$ cat src/rtl/lc3_ctrl_pkg.sv
// lc3_ctrl_pkg: LC3 opcodes, controller FSM states, mem_state codes and opcode helpers
package lc3_ctrl_pkg;
  localparam logic [3:0] OP_BR = 4'b0000, OP_ADD = 4'b0001, OP_LD = 4'b0010, OP_ST = 4'b0011,
                         OP_JSR = 4'b0100, OP_AND = 4'b0101, OP_LDR = 4'b0110, OP_STR = 4'b0111,
                         OP_NOT = 4'b1001, OP_LDI = 4'b1010, OP_STI = 4'b1011, OP_JMP = 4'b1100,
                         OP_LEA = 4'b1110;
  typedef enum logic [2:0] {RUN, CTRL_WAIT, MEM_IND, MEM_RD, MEM_WR} ctrl_state_t;
  localparam logic [1:0] MS_READ = 2'd0, MS_IND = 2'd1, MS_WRITE = 2'd2, MS_IDLE = 2'd3;
  function automatic logic is_mem_op(input logic [3:0] op);
    return op inside {OP_LD, OP_LDR, OP_LDI, OP_STI, OP_ST, OP_STR};
  endfunction
  function automatic logic [1:0] mem_code(input ctrl_state_t s);
    return s == MEM_RD ? MS_READ : s == MEM_IND ? MS_IND : s == MEM_WR ? MS_WRITE : MS_IDLE;
  endfunction
endpackage

$ cat src/rtl/lc3_bypass_unit.sv
// lc3_bypass_unit: combinational forwarding selects (i_ir decode instr, i_ir_exec execute instr -> o_alu_1/2, o_mem_1/2)
module lc3_bypass_unit (
  input  logic [15:0] i_ir,
  input  logic [15:0] i_ir_exec,
  output logic        o_alu_1,
  output logic        o_alu_2,
  output logic        o_mem_1,
  output logic        o_mem_2
);
  import lc3_ctrl_pkg::*;
  logic w_alu, w_ld, w_m1, w_m2, w_unused;
  assign w_alu = i_ir_exec[15:12] inside {OP_ADD, OP_AND, OP_NOT};
  assign w_ld = i_ir_exec[15:12] inside {OP_LD, OP_LDR, OP_LDI};
  assign w_m1 = i_ir_exec[11:9] == i_ir[8:6];
  assign w_m2 = i_ir[15:12] inside {OP_ADD, OP_AND} && !i_ir[5] && i_ir_exec[11:9] == i_ir[2:0];
  assign o_alu_1 = w_alu && w_m1;
  assign o_alu_2 = w_alu && w_m2;
  assign o_mem_1 = w_ld && w_m1;
  assign o_mem_2 = w_ld && w_m2;
  assign w_unused = ^{i_ir[11:9], i_ir[4:3], i_ir_exec[8:0]};
endmodule

$ cat src/rtl/lc3_fetch_ctrl.sv
// lc3_fetch_ctrl: LC3 pipeline controller (clock/reset, instr/data completion, IMem_dout/IR/IR_Exec/NZP/psr in; stage enables, br_taken, bypass selects, mem_state out)
module lc3_fetch_ctrl #(
  parameter int CTRL_WAIT_CYCLES = 3
) (
  input  logic        clock,
  input  logic        reset,
  input  logic        complete_instr,
  input  logic        complete_data,
  input  logic [15:0] IMem_dout,
  input  logic [15:0] IR,
  input  logic [15:0] IR_Exec,
  input  logic [2:0]  NZP,
  input  logic [2:0]  psr,
  output logic        enable_updatePC,
  output logic        enable_fetch,
  output logic        br_taken,
  output logic        enable_decode,
  output logic        enable_execute,
  output logic        enable_writeback,
  output logic        bypass_alu_1,
  output logic        bypass_alu_2,
  output logic        bypass_mem_1,
  output logic        bypass_mem_2,
  output logic [1:0]  mem_state
);
  import lc3_ctrl_pkg::*;
  localparam int CW = $clog2(CTRL_WAIT_CYCLES + 1);
  localparam logic [CW-1:0] CNT_LAST = CW'(CTRL_WAIT_CYCLES);
  ctrl_state_t r_state, w_state_nxt;
  logic [CW-1:0] r_cnt, w_cnt_nxt;
  logic r_upc, r_fetch, r_br, r_dec, r_exe, r_wb;
  logic w_upc_nxt, w_fetch_nxt, w_br_nxt, w_dec_nxt, w_exe_nxt, w_wb_nxt;
  logic [1:0] r_ms;
  logic [3:0] r_byp, w_byp;
  logic [3:0] w_op_if, w_op_exe;
  logic w_taken, w_unused;
  assign w_op_if = IMem_dout[15:12];
  assign w_op_exe = IR_Exec[15:12];
  assign w_taken = w_op_exe == OP_JMP || |(NZP & psr);
  assign w_unused = ^IMem_dout[11:0];
  lc3_bypass_unit u_byp (
    .i_ir     (IR),
    .i_ir_exec(IR_Exec),
    .o_alu_1  (w_byp[3]),
    .o_alu_2  (w_byp[2]),
    .o_mem_1  (w_byp[1]),
    .o_mem_2  (w_byp[0])
  );
  always_comb begin
    w_state_nxt = r_state;
    w_cnt_nxt = r_cnt;
    {w_upc_nxt, w_fetch_nxt, w_dec_nxt, w_exe_nxt, w_wb_nxt} = {r_upc, r_fetch, r_dec, r_exe, r_wb};
    w_br_nxt = r_br;
    case (r_state)
      RUN: if (complete_instr) begin
        if (r_exe && is_mem_op(w_op_exe)) begin
          w_state_nxt = w_op_exe inside {OP_LDI, OP_STI} ? MEM_IND : w_op_exe inside {OP_ST, OP_STR} ? MEM_WR : MEM_RD;
          {w_upc_nxt, w_fetch_nxt, w_dec_nxt, w_exe_nxt, w_wb_nxt} = '0;
        end else begin
          {w_dec_nxt, w_exe_nxt, w_wb_nxt} = {r_fetch, r_dec, r_exe};
          if (r_fetch && w_op_if inside {OP_BR, OP_JMP}) begin
            w_state_nxt = CTRL_WAIT;
            w_fetch_nxt = 1'b0;
            w_cnt_nxt = CW'(1);
            w_upc_nxt = CW'(1) == CNT_LAST;
            w_br_nxt = w_upc_nxt && w_taken;
          end
        end
      end
      CTRL_WAIT: begin
        {w_dec_nxt, w_exe_nxt, w_wb_nxt} = {r_fetch, r_dec, r_exe};
        if (r_cnt == CNT_LAST) begin
          w_state_nxt = RUN;
          w_cnt_nxt = '0;
          {w_upc_nxt, w_fetch_nxt, w_br_nxt} = 3'b110;
        end else begin
          w_cnt_nxt = r_cnt + CW'(1);
          w_upc_nxt = w_cnt_nxt == CNT_LAST;
          w_br_nxt = w_upc_nxt && w_taken;
        end
      end
      MEM_IND: if (complete_data) w_state_nxt = w_op_exe == OP_STI ? MEM_WR : MEM_RD;
      MEM_RD, MEM_WR: if (complete_data) begin
        w_state_nxt = RUN;
        {w_upc_nxt, w_fetch_nxt, w_dec_nxt, w_exe_nxt, w_wb_nxt} = {4'hF, r_state == MEM_RD};
      end
      default: w_state_nxt = RUN;
    endcase
  end
  always_ff @(posedge clock) begin
    if (reset) begin
      r_state <= RUN;
      r_cnt <= '0;
      {r_upc, r_fetch, r_dec, r_exe, r_wb, r_br} <= 6'b110000;
      r_ms <= MS_IDLE;
      r_byp <= '0;
    end else begin
      r_state <= w_state_nxt;
      r_cnt <= w_cnt_nxt;
      {r_upc, r_fetch, r_dec, r_exe, r_wb, r_br} <= {w_upc_nxt, w_fetch_nxt, w_dec_nxt, w_exe_nxt, w_wb_nxt, w_br_nxt};
      r_ms <= mem_code(w_state_nxt);
      if (r_dec) r_byp <= w_byp;
    end
  end
  assign {enable_updatePC, enable_fetch, enable_decode, enable_execute, enable_writeback} = {r_upc, r_fetch, r_dec, r_exe, r_wb};
  assign br_taken = r_br;
  assign {bypass_alu_1, bypass_alu_2, bypass_mem_1, bypass_mem_2} = r_byp;
  assign mem_state = r_ms;
endmodule

$ cat config.mk
export PLATFORM = sky130hd
export DESIGN_NAME = lc3_fetch_ctrl
export DESIGN_NICKNAME = d
export VERILOG_FILES = /design/src/rtl/lc3_ctrl_pkg.sv /design/src/rtl/lc3_bypass_unit.sv /design/src/rtl/lc3_fetch_ctrl.sv
export SDC_FILE = /design/constraint.sdc
export NUM_CORES = 1
export LEC_CHECK = 0
export ABC_AREA = 1
export BUFFER_PORTS_ARGS = -buffer_cell sky130_fd_sc_hd__buf_4
export CORE_UTILIZATION = 45
export DETAILED_ROUTE_END_ITERATION = 16
export HOLD_SLACK_MARGIN = 0.12
export PLACE_DENSITY = 0.84
export SLEW_MARGIN = 10
export SYNTH_ARGS = -nofsm -noshare
export SYNTH_HDL_FRONTEND = slang
export SYNTH_SLANG_ARGS = --single-unit
$ cat constraint.sdc
create_clock -name clock -period 2.7 [get_ports clock]
set_input_delay 0.54 -clock clock [delete_from_list [all_inputs] [get_ports clock]]
set_output_delay 0.54 -clock clock [all_outputs]
set_load 0.03 [all_outputs]
Word level (Yosys, flattened, before mapping) --
Index checks and enable logic that the tools add are counted.
Storage, ports and cells: register bits 17, input bits 58, output and inout bits 12, logic and storage cells 110
Cells by class: $add $sub $neg 1, eq/ne operators 30, mux-type cells 40, bitwise logic cells 1, reduce and logical (&&, ||, !) cells 28
Operators by type and width (number):
- 2-to-1 mux 3 bit | 9
- equality test 4 bit, second input constant | 5
- 2-to-1 mux 1 bit | 17
- equality test 4 x 3 -> 1 bit, second input constant | 4
- case mux 1 bit (3 select lines) | 5
- equality test 3 x 2 -> 1 bit, second input constant | 4
- 2-to-1 mux 2 bit | 6
- case mux 3 bit (4 select lines) | 1
- != test 2 bit, second input constant | 5
- nonzero test 2 bit | 5
- logical AND 1 bit | 9
- nonzero test 3 bit | 3
- equality test 4 x 1 -> 1 bit, second input constant | 2
- equality test 4 x 2 -> 1 bit, second input constant | 2
- AND reduction 4 bit | 2
- equality test 3 bit | 2
- equality test 3 bit, second input constant | 2
- nonzero test 6 bit | 1
- AND reduction 5 bit | 1
- equality test 2 bit, second input constant | 2
- logical NOT 4 bit | 1
- case mux 2 bit (2 select lines) | 1
- bitwise AND 3 bit | 1
- equality test 3 x 1 -> 1 bit, second input constant | 1
- 9 further kinds | 9

Longest topological paths before layout --
depth in word-level cells 11, mapped depth 10, depth with buffers taken out 10

By module --
Synthesis repeated with hierarchy kept, for this count alone.
Unflattened totals: cells, all modules 194, area total of the unflattened synthesis 1172.4 µm²
Modules (own cells, without submodules):
- lc3_fetch_ctrl | times used 1, cells each 159, area an instance 1023.5 µm²
- lc3_bypass_unit | times used 1, cells each 35, area an instance 148.9 µm²

Least setup slack after synthesis --
OpenSTA, ideal clock, no wires.
path type input port to flip-flop, start input IR_Exec[14], end register r_br, in the netlist br_taken, setup time 0.130 ns, data arrival time 1.136 ns, setup slack 1.434 ns, cell stages on the path 7, cells stage by stage nand2_1 nand3_1 inv_1 o21ai_0 nand2_1 nand2_1 a21oi_1
On the way: cells in the longest elaborated chain, start to end 5, elaborated cells on any way between the ends 15, those cells by class eq/ne (8); mux (2); reduce/logical (5)
RTL lines:
- start, declared | line lc3_fetch_ctrl.sv:11 | input logic [15:0] IR_Exec,
- equality test 4 x 2 -> 1 bit, or another cell as far along | line lc3_ctrl_pkg.sv:10 | return op inside {OP_LD, OP_LDR, OP_LDI, OP_STI, OP_ST, OP_STR};
- nonzero test 6 bit or logical OR 1 bit (tied branches) | line lc3_ctrl_pkg.sv:10, lc3_fetch_ctrl.sv:39
- logical AND 1 bit, on equally long branches | line lc3_fetch_ctrl.sv:56, lc3_fetch_ctrl.sv:79
- != test 2 bit (no source line) or 2-to-1 mux 1 bit (tied branches)
- AND reduction 4 bit (no source line) or case mux 1 bit (2 select lines) (tied branches)
- end signal, assigned | line lc3_fetch_ctrl.sv:100 | {r_upc, r_fetch, r_dec, r_exe, r_wb, r_br} <= {w_upc_nxt, w_fetch_nxt, w_dec_nxt, w_exe_nxt, w_wb_nxt, w_br_nx ...
- end, declared | line lc3_fetch_ctrl.sv:31 | logic r_upc, r_fetch, r_br, r_dec, r_exe, r_wb;
Parallel ways exist; a longest one is shown, timed or not. A chain may end at the register's enable or synchronous reset.

Final worst setup path --
start register r_exe, in the netlist enable_execute, end output enable_execute
RTL lines:
- start, declared | line lc3_fetch_ctrl.sv:31
- start signal, assigned | line lc3_fetch_ctrl.sv:100
- end, declared | line lc3_fetch_ctrl.sv:18 | output logic enable_execute,
No word-level cell between the ends.

==> flow_metrics.py <==
metrics = {
    "floorplan": {
        "core_um2": 2276,
        "die_h_um": 51.83,
        "io-pin-count": 70,
        "die_area_um2": 2686,
        "rows": 17,
        "die_w_um": 51.83,
        "start_util": 0.4909,
    },
    "critical_path": {
        "cp_num_cells": 1,
        "slowest_delay_ns": 0.44,
        "cp_num_buf_inv": 1,
        "reg2reg_depth": 9,
        "r2r_start": "r_state[0]",
        "cp_cell_sequence": "buf_4",
        "cp-end-kind": "output pin",
        "arrival_ns": 0.94,
        "crit_type": "reg -> out",
        "crit_path_top_delay_cell": "dfxtp_1",
        "r2r_setup_slack_ns": 1.37,
        "crit_required_ns": 2.16,
        "cp-startpoint": "enable_execute",
        "critPathTopFamily": "flip-flops",
        "start_kind": "flip-flop",
        "worstReg2RegEnd": "enable_fetch",
        "cp-endpoint": "enable_execute",
        "critical_path_peak_fanout": 5,
    },
    "grt": {
        "antenna_found_initial": 0,
        "gr-total-overflow": 0,
        "grt_use_met2": 0.3846,
        "grt_max_degree": 11,
        "busiest_layer": "met2",
        "grt_use_met3": 0.05263,
        "grt_pass1_wl_um": 4498,
        "grtUsageMet1": 0.2709,
        "grt_use_total": 0.2257,
        "grt_pass1_vias": 1130,
    },
    "route": {
        "vias_per_cell": 4.872,
        "post-route-drc-count": 0,
        "wl_per_cell_um": 10.15,
        "drtIter0Drc": 31,
        "num_vias": 1218,
        "routed_wirelength_um": 2538,
        "first_pass_iters": 4,
        "ant_nets": 0,
    },
    "finish": {
        "n_antenna_cell": 0,
        "nets": 283,
        "drive_above_1_share": 0.2748,
        "fin_cells": 250,
        "syn_to_final_growth_pct": 33.37,
        "final_util": 0.6548,
    },
    "timing": {
        "fin_worst_skew_ns": 0.01344,
        "tns_ns": 0,
        "fmax_mhz": 676.9,
        "fin_crit_sh": 0.5472,
        "slew-limit-headroom": 0.8039,
        "grt_setup_unrepaired": "false",
        "final_max_slew_viol_count": 0,
        "hold_viol_final": 0,
        "fin_crit_ns": 1.477,
        "setup_viol": 0,
        "tightest_slew_ns": 0.2919,
    },
    "cts": {
        "cts_tree": "yes",
        "htree_num_levels": 1,
        "ctsResizeCount": 0,
        "cts_buffers": 3,
        "clk_pin_slew_worst_paths_ns": 0.10,
        "cts.sinks": 17,
        "clockBufferDepth": 2,
        "clockRootBuffer": "clkbuf_4",
        "cts_hold_buffers": 0,
        "clk_latency_ns": 0.29,
        "cts_setup_buffers": 0,
    },
    "synth": {
        "ys_seq_area_frac": 0.3046,
        "synth_area_um2": 1117,
        "synth.distinct_cells": 23,
        "synth_fp_nets": 237,
        "avgSynthCellArea_um2": 6.313,
        "synth_cells": 177,
        "synth-warning-count": 0,
        "synth_seq_cells": 17,
    },
    "pwr": {
        "pwr-share-comb": 0.373,
        "ir_drop_uv": 278.8,
        "powerDensity_nw_per_um2": 458.9,
        "switching_share": 0.3630,
        "pwr-share-clk": 0.197,
        "p_sw_uw": 248.2,
        "p_leak_uw": 0.0007846,
        "p_int_uw": 435.6,
        "sequentialPowerShare": 0.430,
    },
    "placement": {
        "routabilityCongestion": 0.8335,
        "place_inst": 246,
        "port_buffers": 42,
        "hpwl_um": 2090,
    },
    "min_path": {
        "hold_path_class": "reg -> reg",
        "min_from": "br_taken",
    },
    "run": {
        "maxCapViolCount": 0,
    },
    "outcome": {
        "status": "finished clean",
    },
}
## metal layers
layer | share of wire | up-vias
li1 | - | 658
met1 | 0.49 | 514
met2 | 0.44 | 38
met3 | 0.043 | 8
met4 | 0.026 | 0
met5 | 0 | -
## kinds of logic (layout without fill, tap and decap cells)
group	after synthesis	after routing	synth area share
AO/OA/AOI/OAI	23	23	0.1064
XOR/XNOR	4	4	0.03135
adder cells (fa/ha/maj)	2	2	0.02239
AND/OR/NAND/NOR	107	107	0.4546
flip-flops	17	17	0.3046
buffers and inverters	24	69	0.08062
## power by group through the flow
| stage | combinational, uW | clock, uW | sequential (uW) |
|---|---|---|---|
| 3_3_place_gp | 250 | 0 | 300 |
| 5_1_grt | 285 | 151 | 298 |
| 3_5_place_dp | 254 | 0 | 300 |
| 2_1_floorplan | 133 | 0 | 330 |
| 4_1_cts | 255 | 141 | 295 |
| 6_report | 255 | 135 | 294 |
## how the worst min path moves through the flow
| stage | cells past startpoint | to | slack [ns] |
|---|---|---|---|
| 6_report | 2 | br_taken | 0.47 |
| 4_1_cts | 2 | r_byp[2] | 0.47 |
| 2_1_floorplan | 2 | r_cnt[1] | 0.46 |
| 3_5_place_dp | 2 | enable_updatePC | 0.45 |
| 5_1_grt | 2 | r_byp[0] | 0.47 |
| 3_3_place_gp | 2 | enable_updatePC | 0.45 |
## layout make-up
cell class              count  area [um2]
fillers                   222       785.8
multi-input cells         136       686.9
flip-flops and latches     17       340.3
repair buffers             42       315.3
inverters                  23       86.33
well taps                  28       35.03
clock buffers               4       26.28
## worst register-to-register path: stages (launching register included)
cell and delay [ns]:
dfxtp_1 0.46, inv_2 0.11, nand2_4 0.10, nand2_4 0.05
nand2_4 0.10, nor2_4 0.05, nor2_8 0.15, nand3_1 0.09
nand2_1 0.07, nand3_1 0.06
## stage by stage
stage / hold slack [ns] / power [uW] / area [um2] / worst slack (ns)
global placement: 0.4473 / 550.2 / 1464 / 1.174
CTS: 0.4691 / 691.1 / 1490 / 1.221
detailed placement: 0.4468 / 554.5 / 1464 / 1.183
finish: 0.4686 / 683.8 / 1490 / 1.223
floorplan: 0.4599 / 463.2 / 1117 / 1.434
global route: 0.4747 / 733.9 / 1490 / 1.177
## flip-flops by register name, summed over array words and instances (netlist names)
signal and flops:
r_state 3, enable_updatePC 1, enable_execute 1, mem_state 2, enable_decode 1, br_taken 1, enable_fetch 1, enable_writeback 1
r_byp 4, r_cnt 2
## cells in the final DEF (no fill, tap or decap), types with 2 or more instances in the layout
cell,netlist,layout
a21oi_1,14,14
buf_4,0,42
clkbuf_4,0,3
dfxtp_1,17,17
ha_1,2,2
inv_1,20,20
inv_2,3,3
nand2_1,54,54
nand2_2,3,3
nand2_4,3,3
nand3_1,15,15
nand4_1,4,4
nor2_1,14,14
nor2_2,2,2
nor3_1,6,6
o21ai_0,5,5
o21ai_1,3,3
or2_2,2,2
xor2_1,4,4
## Yosys cell counts, drive strengths merged
library cell  number  area, um2
xor2               4      35.03
o21ai              9      48.79
nand2             60      255.2
and2               1      6.260
nor3               6      30.03
or2                2      12.51
nand3             15      75.07
a21oi             14      70.07
nand4              4      25.02
nor2              18      96.34
inv               23      86.33
nand3b             1      7.510
buf                1      3.750
ha                 2      25.02
dfxtp             17      340.3
(Power assumes the default switching activity.)
